<file path="src/rtl/pre_i_pkg.sv">
// pre_i_pkg: shared constants and types for the pre-intra gradient analyser.
//   COST_W / PIX_W  : accumulator and pixel widths
//   SAD_W           : width of one 8-pair absolute-difference sum (8*255 < 2^11)
//   MODE_*          : HEVC intra mode numbers emitted on mode_o
//   state_e         : controller states
//   row_t           : one 8-pixel row, element [c] is column c
package pre_i_pkg;

  localparam int unsigned COST_W = 14;
  localparam int unsigned PIX_W  = 8;
  localparam int unsigned SAD_W  = 11;

  localparam logic [5:0] MODE_DC   = 6'd1;
  localparam logic [5:0] MODE_H    = 6'd10;
  localparam logic [5:0] MODE_V    = 6'd26;
  localparam logic [5:0] MODE_D135 = 6'd18;
  localparam logic [5:0] MODE_D45  = 6'd34;

  typedef enum logic [1:0] {
    ST_IDLE   = 2'd0,
    ST_CALC   = 2'd1,
    ST_DECIDE = 2'd2
  } state_e;

  typedef logic [7:0][PIX_W-1:0] row_t;

endpackage

</file>
<file path="src/rtl/pre_i_absdiff_sum.sv">
// pre_i_absdiff_sum: sum of |a[i]-b[i]| over the enabled pixel pairs.
//   a_i, b_i : eight 8-bit pixels each
//   en_i     : per-pair enable; disabled pairs contribute nothing
//   sum_o    : 11-bit sum (cannot overflow for 8 pairs)
module pre_i_absdiff_sum
  import pre_i_pkg::*;
(
  input  row_t             a_i,
  input  row_t             b_i,
  input  logic [7:0]       en_i,
  output logic [SAD_W-1:0] sum_o
);

  always_comb begin
    sum_o = '0;
    for (int unsigned i = 0; i < 8; i++) begin
      if (en_i[i]) begin
        if (a_i[i] >= b_i[i]) sum_o = sum_o + SAD_W'(a_i[i] - b_i[i]);
        else                  sum_o = sum_o + SAD_W'(b_i[i] - a_i[i]);
      end
    end
  end

endmodule

</file>
<file path="src/rtl/pre_i_grad8x8.sv">
// pre_i_grad8x8: captures one 8x8 original-pixel block (16 four-pixel words),
// accumulates horizontal/vertical gradient costs and the pixel sum one row per
// cycle, then picks a candidate HEVC intra mode.
//   clk, rstn      : clock, asynchronous active-low reset
//   clr_i          : synchronous abort, back to IDLE without done
//   wr_en_i/addr/data : pixel word writes (addr[3:1] row, addr[0] half-row,
//                    data[31:24] leftmost pixel)
//   blk_idx_i      : block index, latched with the addr-15 write
//   busy_o         : CALC or DECIDE in progress
//   done_o         : one-cycle pulse, result outputs updated
//   mode_o, cost_h_o, cost_v_o, mean_o, blk_idx_o : registered result
//   err_o          : pulse, a write arrived while busy and was dropped
// Build option: define PRE_I_DIAG_EN to add the two diagonal costs and make
// modes 18/34 selectable.
module pre_i_grad8x8
  import pre_i_pkg::*;
#(
  parameter int unsigned FLAT_THR = 256
) (
  input  logic        clk,
  input  logic        rstn,
  input  logic        clr_i,
  input  logic        wr_en_i,
  input  logic [3:0]  wr_addr_i,
  input  logic [31:0] wr_data_i,
  input  logic [6:0]  blk_idx_i,
  output logic        busy_o,
  output logic        done_o,
  output logic [5:0]  mode_o,
  output logic [13:0] cost_h_o,
  output logic [13:0] cost_v_o,
  output logic [7:0]  mean_o,
  output logic [6:0]  blk_idx_o,
  output logic        err_o
);

  localparam logic [COST_W:0] FLAT_THR_W = FLAT_THR[COST_W:0];

  state_e              state_q, state_d;
  logic [2:0]          row_q, row_d;
  row_t                pix_q [8];
  row_t                pix_d [8];
  logic [COST_W-1:0]   h_acc_q, h_acc_d, v_acc_q, v_acc_d;
  logic [COST_W:0]     sum_acc_q, sum_acc_d;
  logic [6:0]          blk_lat_q, blk_lat_d;
  logic [5:0]          mode_q, mode_d;
  logic [COST_W-1:0]   cost_h_q, cost_h_d, cost_v_q, cost_v_d;
  logic [PIX_W-1:0]    mean_q, mean_d;
  logic [6:0]          blk_out_q, blk_out_d;
  logic                done_q, done_d, err_q, err_d;

  row_t                cur_row, prev_row, cur_shift;
  logic [7:0]          v_en;
  logic [SAD_W-1:0]    h_sad, v_sad, row_sum;
  logic [2:0]          wcol;
  logic [COST_W:0]     hv_sum;
  logic [COST_W-1:0]   best_cost;
  logic [5:0]          dec_mode;

  // Row k is compared with itself shifted by one column (H) and with row
  // k-1 (V); row 0 has no predecessor, so V pairs are masked off then.
  assign cur_row   = pix_q[row_q];
  assign prev_row  = pix_q[row_q - 3'd1];
  assign cur_shift = {{PIX_W{1'b0}}, cur_row[7:1]};
  assign v_en      = (row_q != 3'd0) ? 8'hFF : 8'h00;

  pre_i_absdiff_sum u_sad_h (
    .a_i  (cur_row),
    .b_i  (cur_shift),
    .en_i (8'h7F),
    .sum_o(h_sad)
  );

  pre_i_absdiff_sum u_sad_v (
    .a_i  (cur_row),
    .b_i  (prev_row),
    .en_i (v_en),
    .sum_o(v_sad)
  );

`ifdef PRE_I_DIAG_EN
  row_t              prev_shift;
  logic [SAD_W-1:0]  d45_sad, d135_sad;
  logic [COST_W-1:0] d45_acc_q, d45_acc_d, d135_acc_q, d135_acc_d;

  assign prev_shift = {{PIX_W{1'b0}}, prev_row[7:1]};

  // D45 pairs p[k][c] with p[k-1][c+1]; D135 pairs p[k][c+1] with p[k-1][c].
  pre_i_absdiff_sum u_sad_d45 (
    .a_i  (cur_row),
    .b_i  (prev_shift),
    .en_i (v_en & 8'h7F),
    .sum_o(d45_sad)
  );

  pre_i_absdiff_sum u_sad_d135 (
    .a_i  (cur_shift),
    .b_i  (prev_row),
    .en_i (v_en & 8'h7F),
    .sum_o(d135_sad)
  );
`endif

  always_comb begin
    row_sum = '0;
    for (int unsigned i = 0; i < 8; i++) begin
      row_sum = row_sum + SAD_W'(cur_row[i]);
    end
  end

  // Strict less-than keeps the earlier candidate on ties: V, H, D135, D45.
  always_comb begin
    hv_sum    = {1'b0, h_acc_q} + {1'b0, v_acc_q};
    best_cost = v_acc_q;
    dec_mode  = MODE_V;
    if (h_acc_q < best_cost) begin
      best_cost = h_acc_q;
      dec_mode  = MODE_H;
    end
`ifdef PRE_I_DIAG_EN
    if (d135_acc_q < best_cost) begin
      best_cost = d135_acc_q;
      dec_mode  = MODE_D135;
    end
    if (d45_acc_q < best_cost) begin
      best_cost = d45_acc_q;
      dec_mode  = MODE_D45;
    end
`endif
    if (hv_sum < FLAT_THR_W) dec_mode = MODE_DC;
  end

  assign wcol = {wr_addr_i[0], 2'b00};

  always_comb begin
    state_d   = state_q;
    row_d     = row_q;
    pix_d     = pix_q;
    h_acc_d   = h_acc_q;
    v_acc_d   = v_acc_q;
    sum_acc_d = sum_acc_q;
    blk_lat_d = blk_lat_q;
    mode_d    = mode_q;
    cost_h_d  = cost_h_q;
    cost_v_d  = cost_v_q;
    mean_d    = mean_q;
    blk_out_d = blk_out_q;
    done_d    = 1'b0;
    err_d     = 1'b0;
`ifdef PRE_I_DIAG_EN
    d45_acc_d  = d45_acc_q;
    d135_acc_d = d135_acc_q;
`endif

    if (clr_i) begin
      state_d   = ST_IDLE;
      row_d     = '0;
      h_acc_d   = '0;
      v_acc_d   = '0;
      sum_acc_d = '0;
`ifdef PRE_I_DIAG_EN
      d45_acc_d  = '0;
      d135_acc_d = '0;
`endif
    end else begin
      unique case (state_q)
        ST_IDLE: begin
          if (wr_en_i) begin
            pix_d[wr_addr_i[3:1]][wcol]        = wr_data_i[31:24];
            pix_d[wr_addr_i[3:1]][wcol + 3'd1] = wr_data_i[23:16];
            pix_d[wr_addr_i[3:1]][wcol + 3'd2] = wr_data_i[15:8];
            pix_d[wr_addr_i[3:1]][wcol + 3'd3] = wr_data_i[7:0];
            if (wr_addr_i == 4'hF) begin
              blk_lat_d = blk_idx_i;
              state_d   = ST_CALC;
              row_d     = '0;
              h_acc_d   = '0;
              v_acc_d   = '0;
              sum_acc_d = '0;
`ifdef PRE_I_DIAG_EN
              d45_acc_d  = '0;
              d135_acc_d = '0;
`endif
            end
          end
        end
        ST_CALC: begin
          err_d     = wr_en_i;
          h_acc_d   = h_acc_q + {3'b000, h_sad};
          v_acc_d   = v_acc_q + {3'b000, v_sad};
          sum_acc_d = sum_acc_q + {4'b0000, row_sum};
`ifdef PRE_I_DIAG_EN
          d45_acc_d  = d45_acc_q + {3'b000, d45_sad};
          d135_acc_d = d135_acc_q + {3'b000, d135_sad};
`endif
          row_d = row_q + 3'd1;
          if (row_q == 3'd7) state_d = ST_DECIDE;
        end
        ST_DECIDE: begin
          err_d     = wr_en_i;
          cost_h_d  = h_acc_q;
          cost_v_d  = v_acc_q;
          mean_d    = PIX_W'(sum_acc_q >> 6);
          blk_out_d = blk_lat_q;
          mode_d    = dec_mode;
          done_d    = 1'b1;
          state_d   = ST_IDLE;
        end
        default: state_d = ST_IDLE;
      endcase
    end
  end

  always_ff @(posedge clk or negedge rstn) begin
    if (!rstn) begin
      state_q   <= ST_IDLE;
      row_q     <= '0;
      for (int unsigned r = 0; r < 8; r++) pix_q[r] <= '0;
      h_acc_q   <= '0;
      v_acc_q   <= '0;
      sum_acc_q <= '0;
      blk_lat_q <= '0;
      mode_q    <= '0;
      cost_h_q  <= '0;
      cost_v_q  <= '0;
      mean_q    <= '0;
      blk_out_q <= '0;
      done_q    <= 1'b0;
      err_q     <= 1'b0;
`ifdef PRE_I_DIAG_EN
      d45_acc_q  <= '0;
      d135_acc_q <= '0;
`endif
    end else begin
      state_q   <= state_d;
      row_q     <= row_d;
      pix_q     <= pix_d;
      h_acc_q   <= h_acc_d;
      v_acc_q   <= v_acc_d;
      sum_acc_q <= sum_acc_d;
      blk_lat_q <= blk_lat_d;
      mode_q    <= mode_d;
      cost_h_q  <= cost_h_d;
      cost_v_q  <= cost_v_d;
      mean_q    <= mean_d;
      blk_out_q <= blk_out_d;
      done_q    <= done_d;
      err_q     <= err_d;
`ifdef PRE_I_DIAG_EN
      d45_acc_q  <= d45_acc_d;
      d135_acc_q <= d135_acc_d;
`endif
    end
  end

  assign busy_o    = (state_q != ST_IDLE);
  assign done_o    = done_q;
  assign mode_o    = mode_q;
  assign cost_h_o  = cost_h_q;
  assign cost_v_o  = cost_v_q;
  assign mean_o    = mean_q;
  assign blk_idx_o = blk_out_q;
  assign err_o     = err_q;

endmodule

</file>
<file path="config.mk">
export PLATFORM = sky130hd
export DESIGN_NAME = pre_i_grad8x8
export DESIGN_NICKNAME = d
export VERILOG_FILES = /design/src/rtl/pre_i_pkg.sv /design/src/rtl/pre_i_absdiff_sum.sv /design/src/rtl/pre_i_grad8x8.sv
export SDC_FILE = /design/constraint.sdc
export NUM_CORES = 2
export LEC_CHECK = 0
export ABC_CLOCK_PERIOD_IN_PS = 15800
export CAP_MARGIN = 30
export CORE_MARGIN = 5
export CORE_UTILIZATION = 40
export DETAILED_ROUTE_END_ITERATION = 10
export GPL_TIMING_DRIVEN = 0
export SLEW_MARGIN = 15
export SYNTH_ARGS = -nofsm -noshare
export SYNTH_HDL_FRONTEND = slang
export SYNTH_SLANG_ARGS = --single-unit
</file>
<file path="constraint.sdc">
create_clock -name clk -period 15.8 [get_ports clk]
set_input_delay 1.58 -clock clk [delete_from_list [all_inputs] [get_ports clk]]
set_output_delay 1.58 -clock clk [all_outputs]
set_load 0.05 [all_outputs]
</file>
Word level (Yosys, flattened, before mapping)

Index checks and enable logic that the tools add are counted.

Flip-flop bits (word level): 618
Bits of input ports: 47
Output and inout bits: 52
Logic and storage cells: 279

$add $sub $neg: 72
Magnitude comparators: 29
Equal/unequal tests: 7
Multiplexer cells: 75
Bitwise logic cells: 4
Reductions and logical operators: 15

Operators with widths:

| kind                                                                                 | count |
|---|---|
| 512-bit bitwise mux                                                                  | 4 |
| 64-bit demux with 3-bit select                                                       | 4 |
| 64-bit two-way mux                                                                   | 7 |
| 64-bit binary-select mux with 3-bit select                                           | 2 |
| 11-bit adder                                                                         | 26 |
| 8-bit by 8-bit subtractor with 9-bit output                                          | 30 |
| 11-bit two-way mux                                                                   | 23 |
| 8-bit greater-or-equal comparator                                                    | 15 |
| 8-bit demux with 3-bit select                                                        | 3 |
| 14-bit two-way mux                                                                   | 4 |
| 14-bit one-hot mux with 2 select lines                                               | 2 |
| 15-bit two-way mux                                                                   | 3 |
| 11-bit by 8-bit adder with 11-bit output                                             | 4 |
| 40-bit two-way mux                                                                   | 1 |
| 8-bit two-way mux                                                                    | 5 |
| 15-bit one-hot mux with 2 select lines                                               | 1 |
| 14-bit by 11-bit adder with 14-bit output                                            | 2 |
| 3-bit by 4-bit < comparator with 1-bit output (second input constant)                | 4 |
| 14-bit by 14-bit adder with 15-bit output                                            | 1 |
| 15-bit by 11-bit adder with 15-bit output                                            | 1 |
| 15-bit by 9-bit < comparator with 1-bit output (second input constant)               | 1 |
| 14-bit < comparator                                                                  | 1 |
| 3-bit by 1-bit greater-or-equal comparator with 1-bit output (second input constant) | 4 |
| 4-bit greater-or-equal comparator (second input constant)                            | 3 |
| 30 further kinds                                                                     | 51 |

Longest topological paths before layout

Depth in word-level cells: 32
Gate-level depth with buffers: 71
Depth with buffers taken out: 65

Cells and area by module

A second synthesis with hierarchy kept.

Cells, all modules: 5,057
Area, all modules: 53,430.0 um^2

Modules (own cells, without submodules):

| module                       | times used | cells each | area each (um^2) | sequential area each (um^2) |
|---|---|---|---|---|
| pre_i_grad8x8                | 1          | 2,403      | 34,207.8         | 15,364.7 |
| pre_i_absdiff_sum at u_sad_v | 1          | 1,326      | 9,665.5          | 0.0 |
| pre_i_absdiff_sum at u_sad_h | 1          | 1,328      | 9,556.7          | 0.0 |

Worst setup path before layout

OpenSTA, ideal clock, no wires.

Path kind: register to register
Start point: register row_q[0]
End point: register v_acc_q[13]
Setup time: 110 ps
Arrival time: 12,858 ps
Required time: 15,690 ps
Slack: 2,832 ps
Stages on the path, launching flop included: 63
Buffers on the path: 5
Period minus slack after synthesis: 12,968 ps
Cell sequence: dfrtp_1 clkbuf_1 buf_1 clkbuf_1 inv_1 ha_1 xor2_1 clkbuf_1 mux2i_1 ha_1 a21oi_1 o21bai_1 a21o_1 a21o_1 o21a_1 o21a_1 o21a_1 nor2_1 [27 not listed] xor2_1 nor2_1 ha_1 xor2_1 nor2_1 ha_1 a21oi_1 o21ai_1 xor2_1 xnor2_4 xnor3_1 xnor2_1 nor2_1 ha_1 o41ai_1 o21a_1 o21ai_0 o41ai_1

Word-level cells in the longest chain between the ends: 32
Elaborated cells on any way between the ends: 68
Those cells by class: 32 x add/sub; 8 x order compare; 25 x mux; 2 x bitwise; 1 x reduce/logical

Ends and longest elaborated chain:

| item                                                                | RTL line                                         | source |
|---|---|---|
| start: declaration                                                  | pre_i_grad8x8.sv:40                              | `logic [2:0] row_q, row_d;` |
| start signal: assignment                                            | pre_i_grad8x8.sv:236                             | `row_q <= row_d;` |
| 3-bit by 1-bit subtractor with 3-bit output                         | pre_i_grad8x8.sv:63                              | `assign prev_row = pix_q[row_q - 3'd1];` |
| 3-bit NOT with 4-bit output (implied by the code)                   | pre_i_grad8x8.sv:63                              |  |
| 64-bit binary-select mux with 3-bit select                          | pre_i_grad8x8.sv:63                              |  |
| 64-bit two-way mux (implied by the code) (2 in a row)               | pre_i_grad8x8.sv:63                              |  |
| 8-bit by 8-bit subtractor with 9-bit output (tied with other cells) | pre_i_absdiff_sum.sv:19                          | `else sum_o = sum_o + SAD_W'(b_i[i] - a_i[i]);` |
| 11-bit two-way mux                                                  | pre_i_absdiff_sum.sv:18                          | `if (a_i[i] >= b_i[i]) sum_o = sum_o + SAD_W'(a_i[i] - b_i[i]);` |
| 11-bit two-way mux                                                  | pre_i_absdiff_sum.sv:17                          | `if (en_i[i]) begin` |
| 11-bit adder (on tied branches)                                     | pre_i_absdiff_sum.sv:19, pre_i_absdiff_sum.sv:18 |  |
| [15 not listed]                                                     | --                                               |  |
| 11-bit two-way mux                                                  | pre_i_absdiff_sum.sv:18                          |  |
| 11-bit two-way mux                                                  | pre_i_absdiff_sum.sv:17                          |  |
| 11-bit adder (on tied branches)                                     | pre_i_absdiff_sum.sv:19, pre_i_absdiff_sum.sv:18 |  |
| 11-bit two-way mux                                                  | pre_i_absdiff_sum.sv:18                          |  |
| 11-bit two-way mux *                                                | pre_i_absdiff_sum.sv:17                          |  |
| 14-bit by 11-bit adder with 14-bit output *                         | pre_i_grad8x8.sv:190                             | `v_acc_d = v_acc_q + {3'b000, v_sad};` |
| 14-bit one-hot mux with 2 select lines *                            | pre_i_grad8x8.sv:166                             | `unique case (state_q)` |
| 14-bit two-way mux *                                                | pre_i_grad8x8.sv:155                             | `if (clr_i) begin` |
| end signal: assignment                                              | pre_i_grad8x8.sv:239                             | `v_acc_q <= v_acc_d;` |
| end: declaration                                                    | pre_i_grad8x8.sv:43                              | `logic [COST_W-1:0] h_acc_q, h_acc_d, v_acc_q, v_acc_d;` |

Every way passes the cells marked *; elsewhere a longest branch is shown, timed or not. The select of a mux whose other input is x is not followed.
A chain may end at the register's enable or synchronous reset.

Final worst setup path

Start point: register row_q[1]
End point: register v_acc_q[13]

The elaborated chain is that of the path after synthesis.

==> results.toml <==
[worst_setup_path]
end_kind = "flip-flop"
cp_max_fo = 10
rr_startpoint = "row_q[1]"
slowest_stage = "clkbuf_1"
critPathLaunch = "row_q[1]"
regToRegSetupSlack_ns = 0.81
critPathRequiredTime_ns = 16.29
cp_common_cell = "ha_1"
cp-start-kind = "flip-flop"
crit_type = "reg -> reg"
slowest_delay_ns = 0.74
worstPathArrival_ns = 15.48

[logic_synthesis]
ys.flop_type = "dfrtp_1"
yosysUniqueCellTypes = 92
synth_edf_count = 0
synth.top_cell.area_share_pct = 31.7
ys_ff_latch = 614
avgSynthCellArea_sq_um = 11.3
synth_top_cell_by_area = "dfrtp_1"
synthArstFlopShare_pct = 100
ys_warn_count = 0
synthTopCellsByArea = "dfrtp_1 32%, mux2_2 13%, mux4_2 12%"
ys_seq_area_share_pct = 31.7
netlist_instances = 4288
syn-cell-area_sq_um = 48400

[timing]
finalHoldViolCount = 0
rsz0062_at_grt = "no"
min_period_over_period_pct = 94.9
period_needed_ns = 14.99
worst_pin_slew_ns = 1.11
slew_violations = 0
finalClockSkew_ns = 0.0361
slew_headroom_pct = 24.8
fmax_ghz = 0.0667
setup_viol = 0

[clocking]
cts_root_buf = "clkbuf_16"
post_cts_buffers = 0
path_clk_slew_ns = 0.07
cts_max_path_buffers = 3
cts_buffers = 72
htreeDepth = 3
hold_buffers = 0
cts_tree = "yes"
clkLatencyLatePin_ns = 0.66
clkSinkCount = 614

[min_path]
min_path_type = "reg -> reg"
min_from = "blk_lat_q[1]"

[floorplan]
ioPinCount = 99
die_h_um = 358
core_area_sq_um = 120000
initial_core_util_pct = 40.3
dieArea_sq_um = 128000
die_x_um = 358
row_count = 127

[global_routing]
grt_max_degree = 106
grt_antenna_before_repair = 4
grt.overflow.total = 0
grt_pass1_wl_um = 238000
first_global_vias = 36000
grt_use_total_pct = 25.0

[final_layout]
fin_area_sq_um = 54800
layout.nets = 5118
mostFrequentLayoutCells = "614 x dfrtp_1, 541 x mux2_2, 440 x ha_1"
area_growth_pct = 13.1
drive_gt1_share_pct = 23.2
n_fill_cell = 11300
fin_cells = 6198
final_common_cell = "dfrtp_1"

[place]
dp.cells = 6064
place.detailed.hpwl_um = 126000
io_buffer_count = 96
placed_cell_area_sq_um = 52300
routabilityCongestion = 0.951

[detailed_routing]
detail_route.wl_per_cell_um = 25.9
drt_iter0_markers = 2978
vias_per_cell = 5.84
via_count = 36200
drtAntennaViolNets = 0
drc = 0
drt-total-wl_um = 161000
first_pass_iters = 5

[run_status]
status = "finished clean"

[run]
maxCapViolCount = 0
## layout make-up
cell class	count	area (sq um)	share of cell area (%)
plain buffers	215	873	1.59
diodes	2	5.00	0.00913
flip-flops and latches	614	15400	28.0
well taps	1612	2020	3.68
clock inverters	25	322	0.587
multi-input cells	3138	31100	56.8
clock buffers	102	2060	3.75
repair buffers	169	1840	3.36
inverters	321	1200	2.20
## synth_stat cells, drive strengths merged (60+ instances only)
| master | instances |
|---|---|
| a21o | 109 |
| a21oi | 229 |
| nand2 | 245 |
| inv | 321 |
| clkbuf | 155 |
| fa | 100 |
| mux2i | 189 |
| nor2 | 180 |
| ha | 440 |
| xnor2 | 156 |
| xor2 | 60 |
| o21ai | 169 |
| mux4 | 256 |
| dfrtp | 614 |
| o21bai | 70 |
| buf | 61 |
| mux2 | 544 |
## repair_timing
| action | CTS | global route |
|---|---|---|
| gates resized for setup | 3 | 10 |
| setup endpoints to repair | 2 | 4 |
| hold endpoints to repair | 0 | 0 |
| pin swaps | 0 | 0 |
## layer usage
layer,vias to the layer above,global-route usage [%],part of all wire [%],wire length (um)
met4,0,9.77,4.6,7430
met5,-,0,0,0
met2,1484,39.4,45,72800
met3,348,5.56,7.8,12600
li1,16000,-,-,-
met1,18400,33.6,42,68000
## metrics by stage
stage / setup TNS [ns] / hold WS, ns / setup WS (ns) / util, %
2_1_floorplan: 0 / 0.435 / 2.83 / -
3_3_place_gp: -9365.04 / 0.448 / -15.39 / 42.8
3_5_place_dp: -0.657 / 0.448 / -0.392 / 43.6
4_1_cts: 0 / 0.464 / 0.0155 / 45.5
5_1_grt: 0 / 0.500 / 0.0179 / 45.6
6_report: 0 / 0.458 / 0.807 / 45.6
## flip-flops by register name, summed over array words and instances, names as in the netlist
register and count:
state_q 2, blk_idx_o 7, mean_o 8, v_acc_q 14
err_o 1, pix_q 512, cost_v_o 14, row_q 3
mode_o 3, cost_h_o 14, h_acc_q 14, blk_lat_q 7
sum_acc_q 14, done_o 1
## final timing paths
| kind | endpoint | cells after the start |
|---|---|---|
| min reg2reg | blk_idx_o[1] | 2 |
| min | blk_idx_o[1] | 2 |
| max | v_acc_q[13] | 60 |
| max in group asynchronous | pix_q[403] | 4 |
| min in group asynchronous | blk_idx_o[1] | 1 |
| max reg2reg | v_acc_q[13] | 60 |
## worst max-delay path: cells and delay by family, from the launching register on
family	cells	cell delay [ns]
adders and majority gates	10	3.44
AOI/OAI and AO/OA	15	3.00
xor gates and xnor gates	11	2.47
buffers and inverters	5	2.20
and+or+nand+nor	16	1.78
muxes	3	1.40
DFF	1	0.51
## logic make-up (layout without fill, tap and decap cells)
group                      count (synthesis)  count (layout)  synth area share, %
muxes                                    989             989                 28.5
other                                      1               4              0.00774
and+or+nand+nor                          644             644                 6.11
adders and majority gates                541             541                 15.5
buffers and inverters                    537             832                 4.22
AOI/OAI and AO/OA                        742             742                 9.81
xor gates and xnor gates                 220             220                 4.13
DFF                                      614             614                 31.7
Power is left out: the tool's default activity adds up to more than one toggle a clock period on the data nets, which glitch-free logic cannot reach.
